[src/rtl/divi_restoring.sv]
// Sequential signed restoring divider: one quotient bit per clock on magnitudes,
// with sign fix-up and divide-by-zero / overflow flags, start/fin_div handshake.
module divi_restoring #(
  parameter int size = 8
) (
  input  logic                   CLK,
  input  logic                   RESET,
  input  logic                   start,
  input  logic signed [size-1:0] A,
  input  logic signed [size-1:0] B,
  output logic signed [size-1:0] Q,
  output logic signed [size-1:0] R,
  output logic                   fin_div,
  output logic                   busy,
  output logic                   div_zero,
  output logic                   ovf
);

  localparam int CW = $clog2(size) + 1;
  localparam logic signed [size-1:0] MIN_VAL = {1'b1, {(size-1){1'b0}}};

  typedef enum logic [2:0] {S_IDLE, S_LOAD, S_ITER, S_FIX, S_DONE} state_t;

  state_t                 state_q, state_d;
  logic signed [size-1:0] a_q, a_d, b_q, b_d;
  logic [size-1:0]        dvd_q, dvd_d, dsr_q, dsr_d, rem_q, rem_d;
  logic [CW-1:0]          cnt_q, cnt_d;
  logic signed [size-1:0] quo_q, quo_d, rmd_q, rmd_d;
  logic                   fin_q, fin_d, busy_q, busy_d, dz_q, dz_d, ovf_q, ovf_d;
  logic [size:0]          rem_sh, trial;

  // Magnitude as unsigned; the most negative value maps to 2^(size-1).
  function automatic logic [size-1:0] abs_val(input logic signed [size-1:0] v);
    abs_val = v[size-1] ? (~v + 1'b1) : v;
  endfunction

  function automatic logic [size-1:0] cond_neg(input logic neg, input logic [size-1:0] v);
    cond_neg = neg ? (~v + 1'b1) : v;
  endfunction

  always_comb begin
    state_d = state_q;
    a_d     = a_q;
    b_d     = b_q;
    dvd_d   = dvd_q;
    dsr_d   = dsr_q;
    rem_d   = rem_q;
    cnt_d   = cnt_q;
    quo_d   = quo_q;
    rmd_d   = rmd_q;
    fin_d   = fin_q;
    busy_d  = busy_q;
    dz_d    = dz_q;
    ovf_d   = ovf_q;
    rem_sh  = {rem_q, dvd_q[size-1]};
    trial   = rem_sh - {1'b0, dsr_q};
    unique case (state_q)
      S_IDLE: begin
        if (start) begin
          a_d     = A;
          b_d     = B;
          busy_d  = 1'b1;
          state_d = S_LOAD;
        end
      end
      S_LOAD: begin
        dvd_d   = abs_val(a_q);
        dsr_d   = abs_val(b_q);
        rem_d   = '0;
        cnt_d   = '0;
        // A zero divisor has nothing to iterate; FIX commits the fixed -1/A result.
        state_d = (b_q == '0) ? S_FIX : S_ITER;
      end
      S_ITER: begin
        // Dividend shifts out at the top while quotient bits fill in at the bottom.
        dvd_d = {dvd_q[size-2:0], ~trial[size]};
        rem_d = trial[size] ? rem_sh[size-1:0] : trial[size-1:0];
        cnt_d = cnt_q + 1'b1;
        if (cnt_q == CW'(size - 1)) state_d = S_FIX;
      end
      S_FIX: begin
        busy_d  = 1'b0;
        fin_d   = 1'b1;
        state_d = S_DONE;
        if (b_q == '0) begin
          quo_d = '1;
          rmd_d = a_q;
          dz_d  = 1'b1;
          ovf_d = 1'b0;
        end else begin
          quo_d = $signed(cond_neg(a_q[size-1] ^ b_q[size-1], dvd_q));
          rmd_d = $signed(cond_neg(a_q[size-1], rem_q));
          dz_d  = 1'b0;
          ovf_d = (a_q == MIN_VAL) && (b_q == '1);
        end
      end
      S_DONE: begin
        if (!start) begin
          fin_d   = 1'b0;
          state_d = S_IDLE;
        end
      end
      default: state_d = S_IDLE;
    endcase
  end

  always_ff @(posedge CLK) begin
    if (RESET) begin
      state_q <= S_IDLE;
      cnt_q   <= '0;
      quo_q   <= '0;
      rmd_q   <= '0;
      fin_q   <= 1'b0;
      busy_q  <= 1'b0;
      dz_q    <= 1'b0;
      ovf_q   <= 1'b0;
    end else begin
      state_q <= state_d;
      cnt_q   <= cnt_d;
      quo_q   <= quo_d;
      rmd_q   <= rmd_d;
      fin_q   <= fin_d;
      busy_q  <= busy_d;
      dz_q    <= dz_d;
      ovf_q   <= ovf_d;
    end
  end

  always_ff @(posedge CLK) begin
    a_q   <= a_d;
    b_q   <= b_d;
    dvd_q <= dvd_d;
    dsr_q <= dsr_d;
    rem_q <= rem_d;
  end

  assign Q        = quo_q;
  assign R        = rmd_q;
  assign fin_div  = fin_q;
  assign busy     = busy_q;
  assign div_zero = dz_q;
  assign ovf      = ovf_q;

endmodule

[config.mk]
export PLATFORM = sky130hd
export DESIGN_NAME = divi_restoring
export DESIGN_NICKNAME = d
export VERILOG_FILES = /design/src/rtl/divi_restoring.sv
export SDC_FILE = /design/constraint.sdc
export NUM_CORES = 1
export LEC_CHECK = 0
export CORE_MARGIN = 2
export CORE_UTILIZATION = 35
export CTS_CLUSTER_DIAMETER = 40
export DETAILED_ROUTE_END_ITERATION = 8
export GPL_TIMING_DRIVEN = 0
export SETUP_SLACK_MARGIN = 0.02
export SLEW_MARGIN = 30
export SYNTH_ARGS = -nofsm -noshare
export SYNTH_HDL_FRONTEND = slang
export SYNTH_SLANG_ARGS = --single-unit
[constraint.sdc]
create_clock -name CLK -period 2.8 [get_ports CLK]
set_input_delay 0.42 -clock CLK [delete_from_list [all_inputs] [get_ports CLK]]
set_output_delay 0.42 -clock CLK [all_outputs]
set_load 0.02 [all_outputs]
==> out/metrics.yaml <==
cts.sinks: 67
endpoint_kind: "flop"
ir_worst_vdd_mv: 0.227
final_cell_mix: "o21ai_0, edfxtp_1, clkdlybuf4s50_1"
place_hpwl_microns: 5950
syn_avg_cell_area_sq_um: 9.85
synthCells: 362
r2r_cells: 9
syn-num-nets: 396
cts_hold_buf: 0
chipHeight_microns: 105
post-route-util_pct: 44.2
area_delta_synth_final_pct: 21.7
worst-setup-path-type: "flop to flop"
grt_pass1_vias: 2704
cts_max_level: 3
slowest_delay_ns: 0.43
drt_iter0_drc: 154
final_cells: 550
ys.flop_type: "edfxtp_1"
crit_fanout: 10
timing.hold.ws_ns: 0.295
crit_arrival_ns: 2.74
place_inst: 533
yosysSeqAreaShare_pct: 48.9
fin_tns_setup_ns: 0
finalPower_mw: 2.57
numCtsBuffers: 9
synthDistinctLibCells: 53
critical_path.top_delay_family: "adder cells"
worst_hold_path.num_cells: 2
io_pins: 39
fmax_ghz: 0.392
place_ws_ns: 0.197
synth_top_area_share_pct: 33.7
grt_overflow: 0
finalCritPeriodShare_pct: 91.0
vias: 2801
synthTopCellsByArea: "edfxtp_1, dfxtp_1, o21ai_0"
slew_violations: 0
track_usage_pct: 15.0
syn_area_sq_mm: 0.00356
wl_per_cell_microns: 14.3
fill_cells: 997
tightest_slew_ns: 0.886
rows: 36
async_reset_ff_share_pct: 0
grt_first_pass_wirelength_microns: 13200
rsz0062_at_grt: "no"
antenna_found_initial: 0
die_w_microns: 105
cts_root_buf: "clkbuf_8"
antenna_cells: 0
hold_viol: 0
final_nets: 446
setup_violations: 0
critPathRequiredTime_ns: 2.99
vias_per_cell: 5.09
gp_congestion: 0.862
clkLatencyLatePin_ns: 0.35
tritoncts: "built"
skew_ns: 0.0121
maxCapViolations: 0
power.density_mw_per_mm2: 591
clk_pin_slew_ns: 0.09
drc: 0
cpMaxStageDelayCell: "edfxtp_1"
clockBufferDepth: 2
yosys.area.top_type: "edfxtp_1"
design_area_sq_mm: 0.00434
start_util_pct: 36.3
p_leak_nw: 1.60
wl_microns: 7860
min_path_type: "primary input to flop"
grt_max_degree: 17
postRouteAntennaNets: 0
period_needed_ns: 2.55
die-area_sq_mm: 0.0110
drt-pass1-iter-count: 4
synth-seq-cells: 67
max_slew_margin_pct: 40.9
path_cells: "inv_1, ha_1, fa_1, nor2b_2, o31a_1, o21ai_0, clkbuf_1, or3_1, a21oi_1"
portBuffers: 37
status: "finished, final reports clean"
startpoint_type: "flop"
drive_above_1_share_pct: 7.67
layout_setup_ws_ns: 0.251
yosys_warnings: 0
cp.depth: 9
synth_enable_flop_cells: 40
crit_buf_inv: 2
placed_cell_area_sq_mm: 0.00411
placeableCoreArea_sq_mm: 0.00982
==> registers in the layout, summed over array words and instances, names as in the netlist <==
register and flops:
Q 8, R 8, a_q 8, b_q 8
busy 1, cnt_q 4, div_zero 1, dsr_q 8
dvd_q 8, fin_div 1, ovf 1, rem_q 8
state_q 3
==> power by group <==
part / switching (mW) / total [mW] / internal [mW]
clock network: 0.403 / 0.840 / 0.437
registers: 0.0710 / 1.21 / 1.14
logic: 0.291 / 0.515 / 0.223
total: 0.765 / 2.57 / 1.80
==> path summary, 6_finish.rpt <==
kind	endpoint	start	slack (ns)
max	rem_q[1]	dvd_q[7]	0.25
min	R[1]	RESET	0.30
max reg2reg	rem_q[1]	dvd_q[7]	0.25
min reg2reg	R[2]	R[2]	0.46
==> what timing repair did <==
| action | 4_1_cts | 5_1_grt |
|---|---|---|
| gates resized for setup | 0 | 3 |
| setup endpoints to repair | 0 | 6 |
| buffers inserted | 0 | 1 |
==> synth_stat cells (3+ instances only) <==
| cell type | instances |
|---|---|
| xnor2_1 | 16 |
| a211oi_1 | 3 |
| o21ai_0 | 40 |
| nor2_1 | 25 |
| nor2b_1 | 5 |
| nand4_1 | 4 |
| nand2_1 | 29 |
| dfxtp_1 | 27 |
| a21oi_1 | 34 |
| nand3_1 | 6 |
| edfxtp_1 | 40 |
| nand3b_1 | 4 |
| buf_6 | 3 |
| or3_1 | 7 |
| o21a_1 | 3 |
| o211ai_1 | 4 |
| nor3_1 | 8 |
| o31ai_1 | 4 |
| inv_1 | 23 |
| clkbuf_1 | 10 |
| ha_1 | 14 |
| nand2b_1 | 4 |
| a21o_1 | 4 |
| a31oi_1 | 3 |
| a22oi_1 | 3 |
| xor2_1 | 8 |
==> cell type report <==
class / count / area (sq um) / share of cell area [%]
timing repair buffer: 39 / 385 / 8.88
clock buffer: 11 / 174 / 4.01
sequential: 67 / 1740 / 40.1
tap: 133 / 166 / 3.84
multi-input combinational: 256 / 1650 / 37.9
clock inverter: 5 / 40.0 / 0.923
buffer: 16 / 98.8 / 2.28
inverter: 23 / 86.3 / 1.99
==> cells by family (layout without fill, tap and decap cells) <==
group / count (synthesis) / after routing / share of synthesized area [%]
adders and majority gates: 15 / 15 / 5.48
buffers and inverters: 39 / 94 / 5.16
xor gates and xnor gates: 24 / 24 / 5.90
AOI/OAI and AO/OA: 112 / 112 / 19.0
DFF: 67 / 67 / 48.9
and+or+nand+nor: 103 / 103 / 15.0
muxes: 2 / 2 / 0.562
==> layer usage <==
| layer | wire, microns | track usage [%] | vias to the layer above |
|---|---|---|---|
| met4 | 117 | 5.24 | 0 |
| met2 | 3630 | 24.0 | 67 |
| met1 | 3630 | 19.8 | 1305 |
| met3 | 475 | 3.81 | 11 |
| met5 | 0 | 0 | - |
| li1 | - | - | 1418 |
Note: power is estimated with default switching activity, not from simulation.
